==> src/rtl/cl_pkg.sv <==
// Shared types and constants for the Camera Link capture front end.
// Holds the unpack phase and capture state encodings used by the framer.
package cl_pkg;

  localparam int unsigned CL_PIXEL_SIZE = 12;
  localparam int unsigned CL_BUNDLE_W   = 80;
  localparam int unsigned CL_TAP_W      = CL_BUNDLE_W / 2;
  localparam int unsigned CL_GROUP_W    = 4 * CL_PIXEL_SIZE;

  typedef enum logic [1:0] {
    CL_0,
    CL_1,
    CL_2,
    CL_INTERLINE
  } cl_state_e;

  typedef enum logic [1:0] {
    CapIdle,
    CapArmed,
    CapCapturing
  } cap_state_e;

  // Phase sequence while LVAL is high; INTERLINE behaves like PH0.
  function automatic cl_state_e cl_next_phase(cl_state_e cur);
    cl_state_e nxt;
    unique case (cur)
      CL_INTERLINE, CL_0: nxt = CL_1;
      CL_1:               nxt = CL_2;
      CL_2:               nxt = CL_0;
      default:            nxt = CL_1;
    endcase
    return nxt;
  endfunction

endpackage

==> src/rtl/cl_tap_unpacker.sv <==
// Unpacks one 40-bit Camera Link tap into 3 or 4 packed 12-bit pixels per clock.
// Phase comes from the parent so both taps stay in lockstep.
module cl_tap_unpacker
  import cl_pkg::*;
(
  input  logic                  clk_85,
  input  logic                  reset,
  input  logic                  lval,
  input  cl_state_e             phase,
  input  logic [CL_TAP_W-1:0]   data,
  output logic [CL_GROUP_W-1:0] pixels
);

  logic [7:0] hold_q, hold_d;
  logic [7:0] pa, pb, pc, pd, pe;

  assign pa = data[39:32];
  assign pb = data[31:24];
  assign pc = data[23:16];
  assign pd = data[15:8];
  assign pe = data[7:0];

  always_comb begin
    hold_d = hold_q;
    pixels = '0;
    if (!lval) begin
      // Leftover bits never carry across a line boundary.
      hold_d = '0;
    end else begin
      unique case (phase)
        CL_INTERLINE, CL_0: begin
          pixels = {pa, pb, pc, pd, pe[7:4], 12'h000};
          hold_d = {4'h0, pe[3:0]};
        end
        CL_1: begin
          pixels = {hold_q[3:0], pa, pb, pc, pd, 12'h000};
          hold_d = pe;
        end
        CL_2: begin
          pixels = {hold_q, pa, pb, pc, pd, pe};
          hold_d = '0;
        end
        default: begin
          pixels = '0;
          hold_d = '0;
        end
      endcase
    end
  end

  always_ff @(posedge clk_85 or posedge reset) begin
    if (reset) begin
      hold_q <= '0;
    end else begin
      hold_q <= hold_d;
    end
  end

endmodule

==> src/rtl/cl_line_framer.sv <==
// Camera Link Full front end: unpacks two taps into tagged pixel groups,
// gates whole frames on a capture request and checks line/frame geometry.
module cl_line_framer
  import cl_pkg::*;
#(
  parameter int unsigned PIXEL_SIZE  = 12,
  parameter int unsigned N_COL_SIZE  = 12,
  parameter int unsigned N_ROW_SIZE  = 11,
  parameter int unsigned LINE_PIXELS = 2560,
  parameter int unsigned FRAME_ROWS  = 1080
) (
  input  logic                    clk_85,
  input  logic                    reset,
  input  logic                    cl_fval,
  input  logic                    cl_lval,
  input  logic [7:0]              cl_port_a,
  input  logic [7:0]              cl_port_b,
  input  logic [7:0]              cl_port_c,
  input  logic [7:0]              cl_port_d,
  input  logic [7:0]              cl_port_e,
  input  logic [7:0]              cl_port_f,
  input  logic [7:0]              cl_port_g,
  input  logic [7:0]              cl_port_h,
  input  logic [7:0]              cl_port_i,
  input  logic [7:0]              cl_port_j,
  input  logic                    capture_en,
  output logic [4*PIXEL_SIZE-1:0] pixel_top,
  output logic [4*PIXEL_SIZE-1:0] pixel_btm,
  output logic                    pixel012_valid,
  output logic                    pixel3_valid,
  output logic [N_COL_SIZE-1:0]   l_col,
  output logic [N_COL_SIZE-1:0]   r_col,
  output logic [N_ROW_SIZE-1:0]   row,
  output logic                    frame_start,
  output logic                    frame_end,
  output logic                    line_err,
  output logic                    frame_err,
  output logic                    capturing
);

  localparam logic [N_COL_SIZE:0]   LinePix  = (N_COL_SIZE + 1)'(LINE_PIXELS);
  localparam logic [N_ROW_SIZE-1:0] FrameRow = N_ROW_SIZE'(FRAME_ROWS);

  logic [CL_BUNDLE_W-1:0] bundle;
  logic [CL_GROUP_W-1:0]  pix_top, pix_btm;

  cl_state_e  st_q, st_d;
  cap_state_e cap_q, cap_d;
  logic       fval_q, lval_q;
  logic       fval_rise, fval_fall, lval_fall;
  logic       four, show;

  logic [N_COL_SIZE-1:0] rcol_q, rcol_d, lcol_n, rcol_n, span;
  logic [N_COL_SIZE:0]   cnt_q, cnt_d;
  logic [N_COL_SIZE+1:0] cnt_sum;
  logic [N_ROW_SIZE-1:0] row_q, row_d;
  logic                  fs_d, fe_d, lerr_d, ferr_d;

  assign bundle = {cl_port_a, cl_port_b, cl_port_c, cl_port_d, cl_port_e,
                   cl_port_f, cl_port_g, cl_port_h, cl_port_i, cl_port_j};

  cl_tap_unpacker u_top (
    .clk_85 (clk_85),
    .reset  (reset),
    .lval   (cl_lval),
    .phase  (st_q),
    .data   (bundle[CL_BUNDLE_W-1:CL_TAP_W]),
    .pixels (pix_top)
  );

  cl_tap_unpacker u_btm (
    .clk_85 (clk_85),
    .reset  (reset),
    .lval   (cl_lval),
    .phase  (st_q),
    .data   (bundle[CL_TAP_W-1:0]),
    .pixels (pix_btm)
  );

  assign fval_rise = cl_fval & ~fval_q;
  assign fval_fall = ~cl_fval & fval_q;
  assign lval_fall = ~cl_lval & lval_q;
  assign four      = cl_lval & (st_q == CL_2);

  // Unpack phase, column tags and line pixel count.
  always_comb begin
    st_d    = cl_lval ? cl_next_phase(st_q) : CL_INTERLINE;
    span    = four ? N_COL_SIZE'(3) : N_COL_SIZE'(2);
    lcol_n  = (st_q == CL_INTERLINE) ? '0 : rcol_q + 1'b1;
    rcol_n  = lcol_n + span;
    rcol_d  = cl_lval ? rcol_n : '1;
    cnt_sum = {1'b0, cnt_q} + (N_COL_SIZE + 2)'(four ? 4 : 3);
    cnt_d   = '0;
    if (cl_lval) begin
      cnt_d = cnt_sum[N_COL_SIZE+1] ? '1 : cnt_sum[N_COL_SIZE:0];
    end
  end

  // Row counter; a line that ends together with FVAL still counts.
  always_comb begin
    row_d = row_q;
    if (fval_rise) begin
      row_d = '0;
    end else if (lval_fall && (cl_fval || fval_q) && (row_q != '1)) begin
      row_d = row_q + 1'b1;
    end
  end

  always_comb begin
    cap_d = cap_q;
    fs_d  = 1'b0;
    fe_d  = 1'b0;
    unique case (cap_q)
      CapIdle: begin
        if (capture_en) cap_d = CapArmed;
      end
      CapArmed: begin
        if (fval_rise) begin
          cap_d = CapCapturing;
          fs_d  = 1'b1;
        end
      end
      CapCapturing: begin
        if (fval_fall) begin
          cap_d = CapIdle;
          fe_d  = 1'b1;
        end
      end
      default: cap_d = CapIdle;
    endcase
    lerr_d = lval_fall && (cap_q == CapCapturing) && ((cnt_q != LinePix) || (st_q != CL_0));
    ferr_d = fe_d && (row_d != FrameRow);
    show   = cl_lval && (cap_d == CapCapturing);
  end

  assign row = row_q;

  always_ff @(posedge clk_85 or posedge reset) begin
    if (reset) begin
      st_q           <= CL_INTERLINE;
      cap_q          <= CapIdle;
      // Treat FVAL as already high so a frame in progress at reset release never looks like a rise.
      fval_q         <= 1'b1;
      lval_q         <= 1'b0;
      rcol_q         <= '1;
      cnt_q          <= '0;
      row_q          <= '0;
      pixel_top      <= '0;
      pixel_btm      <= '0;
      pixel012_valid <= 1'b0;
      pixel3_valid   <= 1'b0;
      l_col          <= '1;
      r_col          <= '1;
      frame_start    <= 1'b0;
      frame_end      <= 1'b0;
      line_err       <= 1'b0;
      frame_err      <= 1'b0;
      capturing      <= 1'b0;
    end else begin
      st_q           <= st_d;
      cap_q          <= cap_d;
      fval_q         <= cl_fval;
      lval_q         <= cl_lval;
      rcol_q         <= rcol_d;
      cnt_q          <= cnt_d;
      row_q          <= row_d;
      pixel_top      <= show ? pix_top : '0;
      pixel_btm      <= show ? pix_btm : '0;
      pixel012_valid <= show;
      pixel3_valid   <= show & four;
      l_col          <= show ? lcol_n : '1;
      r_col          <= show ? rcol_n : '1;
      frame_start    <= fs_d;
      frame_end      <= fe_d;
      line_err       <= lerr_d;
      frame_err      <= ferr_d;
      capturing      <= (cap_d == CapCapturing);
    end
  end

endmodule

==> config.mk <==
export PLATFORM = sky130hd
export DESIGN_NAME = cl_line_framer
export DESIGN_NICKNAME = d
export VERILOG_FILES = /design/src/rtl/cl_pkg.sv /design/src/rtl/cl_tap_unpacker.sv /design/src/rtl/cl_line_framer.sv
export SDC_FILE = /design/constraint.sdc
export NUM_CORES = 1
export LEC_CHECK = 0
export CAP_MARGIN = 10
export CORE_UTILIZATION = 51
export CTS_CLUSTER_SIZE = 14
export DETAILED_ROUTE_END_ITERATION = 8
export PLACE_DENSITY_LB_ADDON = 0.15
export SYNTH_ARGS = -nofsm -noshare
export SYNTH_HDL_FRONTEND = slang
export SYNTH_HIERARCHICAL = 1
export SYNTH_SLANG_ARGS = --single-unit
==> constraint.sdc <==
create_clock -name clk_85 -period 7 [get_ports clk_85]
set_input_delay 2.1 -clock clk_85 [delete_from_list [all_inputs] [get_ports clk_85]]
set_output_delay 2.1 -clock clk_85 [all_outputs]
set_load 0.05 [all_outputs]
After elaboration in Yosys (flattened, before gate mapping):

Cells that the tools add are included.

* output and inout bits: 138
* bits in registers: 185
* input bits: 85

* eq/ne operators: 9
* bitwise operators: 8
* $add $sub $neg: 4
* mux-type cells: 30
* reduce and logical (&&, ||, !) cells: 12

Operator list (number)
* 48-bit case mux with 3 select lines: 2
* 48-bit two-way mux: 4
* 12-bit two-way mux: 4
* 8-bit case mux with 3 select lines: 2
* 13-bit two-way mux: 2
* 11-bit two-way mux: 2
* 11-bit inequality test (second input constant): 2
* 8-bit two-way mux: 2
* 13-bit by 3-bit adder with 14-bit output: 1
* 13-bit by 12-bit inequality test with 1-bit output (second input constant): 1
* 12-bit by 1-bit adder with 12-bit output (second input constant): 1
* 12-bit by 2-bit adder with 12-bit output: 1
* 2-bit case mux with 3 select lines: 2
* 11-bit by 1-bit adder with 11-bit output (second input constant): 1
* 2-bit equality test (second input constant): 4
* 2-bit two-way mux: 4
* 1-bit logical AND: 6
* 1-bit bitwise AND: 5
* 1-bit two-way mux: 5
* 2-bit by 1-bit equality test with 1-bit output (second input constant): 2
* 2-bit zero test: 2
* 3-bit two-way mux: 1
* 1-bit inverter: 3
* 1-bit logical OR: 2
* other kinds (2): 2

Depth between registers and ports, before layout:

Gate-level depths: netlist (run 1).

* word-level depth: 8
* depth in mapped cells: 12

Hierarchy:

The synthesis (run 1) kept the hierarchy.

Modules (own cells, without submodules)
* cl_line_framer: instances 1, cells each 571, seq. area each 4277.9 um^2, area an instance 6766.5 um^2
* cl_tap_unpacker: instances 2, cells each 165, seq. area each 200.2 um^2, area an instance 1370.1 um^2

Worst setup path before layout (run 1):

Ideal clock, no wire load.

* kind: input-to-reg
* start point: input cl_lval
* end point: register rcol_q[10]
* buffers on the path: 2
* stages on the path: 12
* required time: 6.910 ns
* slack: 2.854 ns
* data arrival time: 4.056 ns
* library setup time: 0.090 ns
* cell sequence: buf_2 clkbuf_1 nand2_1 inv_1 ha_1 inv_1 ha_1 nor3_1 nor4b_2 nand4_1 xor2_1 nand2_1

* word-level cells in the longest chain between the ends: 4

Ends and longest elaborated chain
* start: declaration: RTL line cl_line_framer.sv:15 `input logic cl_lval,`
* 1-bit bitwise AND: RTL line cl_line_framer.sv:83 `assign four = cl_lval & (st_q == CL_2);`
* 1-bit two-way mux: RTL line cl_line_framer.sv:88 `span = four ? N_COL_SIZE'(3) : N_COL_SIZE'(2);`
* 12-bit by 2-bit adder with 12-bit output: RTL line cl_line_framer.sv:90 `rcol_n = lcol_n + span;`
* 12-bit two-way mux *: RTL line cl_line_framer.sv:91 `rcol_d = cl_lval ? rcol_n : '1;`
* net rcol_d[10]: RTL line cl_line_framer.sv:53 `logic [N_COL_SIZE-1:0] rcol_q, rcol_d, lcol_n, rcol_n, span;`
* end signal: assignment: RTL line cl_line_framer.sv:164 `rcol_q <= rcol_d;`
* end: declaration: RTL line cl_line_framer.sv:53

The timed path passes the listed nets; every way through them passes the cells marked *.

Final worst setup path (run 1):

* start point: input cl_lval
* end point: register r_col[10]

* word-level cells in the longest chain between the ends: 4

Ends and longest elaborated chain
* 1-bit bitwise AND: RTL line cl_line_framer.sv:83
* 1-bit two-way mux: RTL line cl_line_framer.sv:88
* 12-bit by 2-bit adder with 12-bit output: RTL line cl_line_framer.sv:90
* 12-bit two-way mux *: RTL line cl_line_framer.sv:172 `r_col <= show ? rcol_n : '1;`
* end signal: assignment: RTL line cl_line_framer.sv:172
* end: declaration: RTL line cl_line_framer.sv:32 `output logic [N_COL_SIZE-1:0] r_col,`

Every way passes the cells marked *; elsewhere a longest branch is shown, timed or not.

==> results of run 1 <==
==> metrics by stage <==
| step | utilization | setup WS (ns) | std cells | area [µm²] |
|---|---|---|---|---|
| 2_1_floorplan | - | 0.389 | 901 | 9510 |
| 3_3_place_gp | 0.641 | 2.49 | 1283 | 11600 |
| 3_5_place_dp | 0.641 | 2.35 | 1283 | 11600 |
| 4_1_cts | 0.674 | 2.81 | 1315 | 12200 |
| 5_1_grt | 0.674 | 2.45 | 1315 | 12200 |
| 6_report | 0.674 | 2.75 | 1315 | 12200 |
==> report_power, final <==
group	switching, mW	internal (mW)
Clock	0.418	0.543
Sequential	0.0595	1.18
Combinational	0.622	0.379
Total	1.10	2.10
==> Yosys cell counts, types with 2 or more instances <==
library cell	number	area [µm²]
o21ai_1	4	20.0
a221o_1	72	721
mux2i_1	4	40.0
o21a_1	2	15.0
nor2b_1	5	31.3
o21ai_0	13	65.1
nor2_1	30	113
a21oi_2	2	17.5
buf_2	15	75.1
nand2_1	33	124
buf_8	6	90.1
nand2b_1	85	532
nand4_1	7	43.8
a211oi_1	5	37.5
nor4b_1	4	35.0
a31oi_1	2	12.5
nor4_1	3	18.8
and4_1	6	52.6
o211ai_1	3	22.5
o31ai_1	2	15.0
dfrtp_1	146	3650
and2_1	37	231
a21oi_1	18	90.1
xor2_1	14	123
o41ai_1	2	17.5
xnor2_1	12	105
buf_6	16	180
nand3_1	19	95.1
nor3_1	8	40.0
ha_1	15	188
clkbuf_1	40	150
inv_1	22	82.6
dfstp_2	39	1020
or4_1	2	15.0
and3b_1	2	17.5
nand3b_1	3	22.5
nand3_2	2	20.0
and3_1	179	1120
nor4_4	2	42.5
==> sequential cells by signal, indices dropped and copies added, names as in the netlist, 11 cells and up <==
name	count
cnt_q	13
l_col	12
pixel_btm	48
pixel_top	48
r_col	12
rcol_q	12
row	11
==> cell type report <==
type,count,area [µm²],area share
multi-input cells,617,4270,0.350
well taps,229,287,0.0235
inverters,22,87.6,0.00719
clock buffers,20,447,0.0367
clock inverters,12,141,0.0116
flip-flops and latches,185,4680,0.384
repair buffers,230,2280,0.187
==> worst paths after layout <==
| check | start | endpoint | slack [ns] | cells past startpoint |
|---|---|---|---|---|
| max | cl_lval | r_col[10] | 2.75 | 11 |
| min | cap_q[1] | cap_q[0] | 0.45 | 1 |
| max reg2reg | st_q[0] | r_col[10] | 4.13 | 10 |
| min reg2reg | cap_q[1] | cap_q[0] | 0.45 | 1 |
| max in group asynchronous | reset | fval_q | 3.63 | 3 |
| min in group asynchronous | reset | u_btm/hold_q[6] | 2.07 | 2 |
==> layer usage <==
metal | up-vias | wire length [µm] | GRT usage
li1 | 3582 | - | -
met1 | 3644 | 10200 | 0.334
met2 | 233 | 11200 | 0.390
met3 | 29 | 1290 | 0.0518
met4 | 0 | 458 | 0.0804
met5 | - | 0 | 0
==> layout by cell type, fill, tap and decap left out, types with 17 or more instances in the layout <==
| master | count |
|---|---|
| clkdlybuf4s50_1 | 221 |
| and3_1 | 179 |
| dfrtp_1 | 146 |
| nand2b_1 | 85 |
| a221o_1 | 72 |
| dfstp_2 | 39 |
| and2_1 | 37 |
| nand2_1 | 33 |
| nor2_1 | 30 |
| inv_1 | 21 |
| nand3_1 | 19 |
| a21oi_1 | 18 |
| clkbuf_16 | 17 |
==> logic make-up after synthesis <==
| family | count (synthesis) |
|---|---|
| adders and majority gates | 16 |
| and+or+nand+nor | 435 |
| xor gates and xnor gates | 26 |
| AOI/OAI and AO/OA | 135 |
| muxes | 5 |
| buffers and inverters | 99 |
| DFF | 185 |
==> results.tsv, run 1 <==
stage	metric	value	unit
synthesis	Post-Synth Adder-Cell Area	0.0218	
floorplan	total core area	18100	µm²
global_route	first-pass GRT wire length	37300	µm
synthesis	Yosys reg bits	185	
synthesis	Yosys Warn Count	6	
clocking	Root Buffer	clkbuf_16	
floorplan	starting density of the core	0.526	
clocking	Sink Count	185	
layout	share of cells above drive strength 1	0.0875	
critical_path	Critical Path AT	4.57	ns
synthesis	sequential area share after synthesis	0.492	
pwr	Peak supply drop	0.181	mV
clocking	Clk pin slew, worst setup/hold paths	0.07	ns
global_route	pin count of the biggest net entering global routing	141	
timing	min Tclk post-route	4.25	ns
global_route	gr ovfl total	0	
synthesis	post-synthesis compound-gate area fraction	0.120	
timing	Hold WS	0.445	ns
clocking	H-tree depth	4	
clocking	CTS Buf Count	17	
synthesis	Simple-Gate Fraction of Synth Area	0.276	
status	status	finished with violations	
critical_path	CP Capture Type	flip-flop	
flow_run	Max-Cap Viols	0	
timing	period utilization	0.606	
global_route	initial antenna violation count	0	
route	vias per cell	5.69	
pwr	P_leak	5.77	nW
layout	# diodes	0	
clocking	PostCTS Resize Cnt	0	
layout	Final #Nets	1174	
global_route	vias in the first global route	7071	
synthesis	synth unique cells	59	
synthesis	syn nets	1002	
pwr	Final Total Pwr	3.20	mW
route	drt wl/cell	17.6	µm
clocking	maximum buffer depth of the clock tree	2	
route	Post-DRT Antenna Nets	0	
timing	Final Hold Vio Count	0	
placement	Final Wtd Congestion	0.836	
synthesis	Syn Std Cell Area	9510	µm²
synthesis	Synth Area in XOR/XNOR	0.0240	
floorplan	die area	19200	µm²
timing	final setup vio count	0	
synthesis	largest family of logic cells by synthesized area	simple AND/OR/NAND/NOR gates	
placement	Detail Placement HPWL	15200	µm
synthesis	Most used DFF post-synth	dfrtp_1	
critical_path	WS Path Type	input pin to flip-flop	
layout	area grow syn2layout	28.2	%
clocking	Worst-Skew Late Latency	0.42	ns
route	initial detailed-routing violation count	668	
synthesis	number of enable flip-flop cells after synthesis	0	
pwr	Pwr Density	263	nW/µm²
critical_path	slowest stage delay, CP	0.47	ns
floorplan	Site Rows	49	
clocking	Post-CTS Setup Bufs	0	
critical_path	Crit-path slowest cell	nor4b_2	
critical_path	WP data required	7.33	ns
synthesis	portion of netlist area occupied by mux cells	0.00540	
synthesis	syn_area_per_cell	10.6	µm²
critical_path	critical path's top delay family	simple AND/OR/NAND/NOR gates	
critical_path	CP max FO	64	
critical_path	Critical Path, Cell by Cell	buf_4 > nand2_1 > inv_1 > ha_1 > inv_1 > ha_1 > nor3_1 > nor4b_2 > nand4_1 > xor2_1 > nand2_1	
layout	FILL cells	1435	
floorplan	I/O Pins	223	
timing	Slew HR	0.318	
synthesis	Mapped Cells	901	
clocking	CTS tree	built	
critical_path	Startpoint Class	input pin	
floorplan	Die H	139	µm
critical_path	critical path buffer and inverter count	3	
route	Vias	7488	
worst_hold_path	HP Class	flip-flop to flip-flop	
synthesis	ys async rst share	1.00	
route	DR pass1 iterations	8	
placement	IO Port Bufs	222	
timing	Final Max Tran Viols	0	
timing	setup_tns	0	ns
timing	skew final	0.0115	ns
timing	maximum clock rate	0.236	GHz
route	drt drc	20	
global_route	Total GRT Usage	0.244	
timing	Worst-Margin Slew	1.02	ns
floorplan	Die X	139	µm
route	total routed wirelength	23100	µm
status	failing checks	design-rule violations	
timing	RSZ-0062 raised after global routing	no	
clocking	CTS Hold Bufs	0	
(Power assumes the default switching activity.)
==> run 2, diff against run 1 <==
CORE_UTILIZATION = 46   (was 51)
clock period = 3.44 ns   (was 7 ns; I/O delays follow)
==> run 2 against run 1 <==
The flow now finishes without violations. Final cell count increased by 3.5%. Clock power rose by 100%. Setup slack worse by 2.1 ns. Hold slack improved by 0.018 ns. Total power is 110% higher. Combinational power up 110%. Count of clock-buffer cells in the layout fell by 2. Wire length grew 3.9%. Core utilization is 6.4 points lower. First-iteration DRC count shrank 11%. Largest power group unchanged.
==> results.tsv, run 2 (same netlist as run 1, synthesis figures left out) <==
stage	metric	value	unit
route	Vias	7467	
worst_hold_path	Hold Crit Start	cap_q[1]	
critical_path	Critical Path, Cell by Cell	clkdlybuf4s50_1	
layout	area grow syn2layout	29.8	%
route	vias per cell	5.49	
layout	multi-input logic area	4270	µm²
worst_hold_path	HP Class	flip-flop to flip-flop	
critical_path	Reg2Reg Depth	11	
global_route	pin count of the biggest net entering global routing	200	
route	total routed wirelength	24000	µm
floorplan	total core area	20200	µm²
route	M1 WL	10700	µm
clocking	maximum buffer depth of the clock tree	2	
floorplan	Die X	146	µm
floorplan	die area	21200	µm²
clocking	Worst-Skew Late Latency	0.42	ns
timing	fin worst setup slack	0.647	ns
critical_path	WS Path Type	flip-flop to primary output	
floorplan	starting density of the core	0.470	
timing	final setup vio count	0	
route	drt drc	0	
timing	RSZ-0062 raised after global routing	no	
clocking	CTS Buf Count	17	
route	Post-DRT Antenna Nets	0	
placement	Setup WS pre-CTS	0.252	ns
clocking	PostCTS Resize Cnt	0	
layout	register area	4680	µm²
critical_path	WP data required	2.41	ns
clocking	CTS Hold Bufs	0	
pwr	P_leak	5.80	nW
clocking	Root Buffer	clkbuf_16	
layout	Final #Nets	1179	
critical_path	Critical Path AT	1.76	ns
pwr	Peak supply drop	0.296	mV
floorplan	Die H	146	µm
timing	Final Max Tran Viols	0	
layout	# diodes	0	
clocking	CTS tree	built	
timing	Slew HR	0.498	
clocking	Post-CTS Setup Bufs	0	
worst_hold_path	Worst Hold Depth	1	
critical_path	CP Capture Type	primary output	
route	DR pass1 iterations	5	
clocking	Sink Count	185	
timing	Final Hold Vio Count	0	
timing	setup_tns	0	ns
timing	min Tclk post-route	2.79	ns
route	initial detailed-routing violation count	596	
critical_path	slowest stage delay, CP	0.86	ns
critical_path	worst r2r src	st_q[1]	
timing	period utilization	0.812	
route	DR WL met3	1430	µm
global_route	Total GRT Usage	0.231	
route	top routing layer used	met4	
route	routed wl met2	11500	µm
layout	commonest non-fill, non-tap cell in the layout	clkdlybuf4s50_1	
critical_path	CP max FO	9	
critical_path	critical path's top delay family	buffers and inverters	
placement	Detail Placement HPWL	15700	µm
floorplan	I/O Pins	223	
critical_path	reg-to-reg slack, setup	0.68	ns
global_route	first-pass GRT wire length	39200	µm
timing	maximum clock rate	0.358	GHz
pwr	Pwr Density	534	nW/µm²
layout	share of cells above drive strength 1	0.0917	
critical_path	critical path buffer and inverter count	1	
route	drt wl/cell	17.6	µm
layout	FILL cells	1728	
critical_path	Crit-path slowest cell	clkdlybuf4s50_1	
critical_path	Startpoint Class	flip-flop	
critical_path	reg-to-reg endpoint	rcol_q[10]	
placement	Final Wtd Congestion	0.872	
global_route	vias in the first global route	7193	
placement	IO Port Bufs	222	
status	status	finished clean	
flow_run	Max-Cap Viols	0	
clocking	Clk pin slew, worst setup/hold paths	0.07	ns
timing	skew final	0.00996	ns
global_route	gr ovfl total	0	
layout	most frequent cells in the layout	clkdlybuf4s50_1, and3_1, dfrtp_1	
timing	Worst-Margin Slew	0.753	ns
layout	biggest regs	pixel_btm: 48 flops, pixel_top: 48 flops, cnt_q: 13 flops	
floorplan	Site Rows	52	
global_route	initial antenna violation count	0	
clocking	H-tree depth	4	
worst_hold_path	hold endpoint	cap_q[0]	
==> run 2: cell count changes in the layout (fill, tap and decap cells not counted) <==
| cell | change |
|---|---|
| buf_12 | +5 |
| clkinvlp_4 | +4 |
| clkinv_2 | -3 |
| clkbuf_1 | -1 |
| clkbuf_8 | -1 |
| clkinv_1 | +1 |
| clkinv_4 | -1 |
| inv_6 | +1 |
==> run 2: power breakdown <==
group	switching (mW)	leakage, nW	total (mW)	internal, mW
Combinational	1.28	3.10	2.09	0.806
Clock	0.881	0.279	1.97	1.09
Sequential	0.120	2.42	2.52	2.40
Total	2.28	5.80	6.59	4.30
==> run 2: worst max path at each step <==
stage | slack [ns] | to | depth (start not counted) | from
floorplan | 0.29 | cap_q[0] | 1 | reset
global placement | 0.38 | rcol_q[10] | 11 | cl_lval
detailed placement | 0.25 | rcol_q[10] | 11 | cl_lval
CTS | 0.62 | row[7] | 1 | row[7]
global route | 0.41 | rcol_q[10] | 11 | st_q[1]
finish | 0.65 | row[2] | 1 | row[2]
==> run 2: cell type report <==
type	count	area share
well taps	270	0.0274
clock inverters	14	0.0131
multi-input cells	617	0.346
repair buffers	235	0.193
clock buffers	18	0.0348
flip-flops and latches	185	0.379
inverters	22	0.00700
==> run 2: metrics by stage <==
stage               area, µm²  std cells  total power, mW  hold WS (ns)  utilization
finish                  12300       1361             6.59         0.464        0.610
global route            12300       1361             6.95         0.499        0.610
CTS                     12300       1361             6.65         0.470        0.610
detailed placement      11700       1329             4.64         0.454        0.581
global placement        11700       1329             4.63         0.441        0.581
floorplan                9510        901             4.07         0.419            -
==> run 2: routing by layer <==
layer / up-vias / track usage
met5: - / 0
met2: 252 / 0.352
met1: 3594 / 0.325
li1: 3599 / -
met4: 0 / 0.0689
met3: 22 / 0.0577
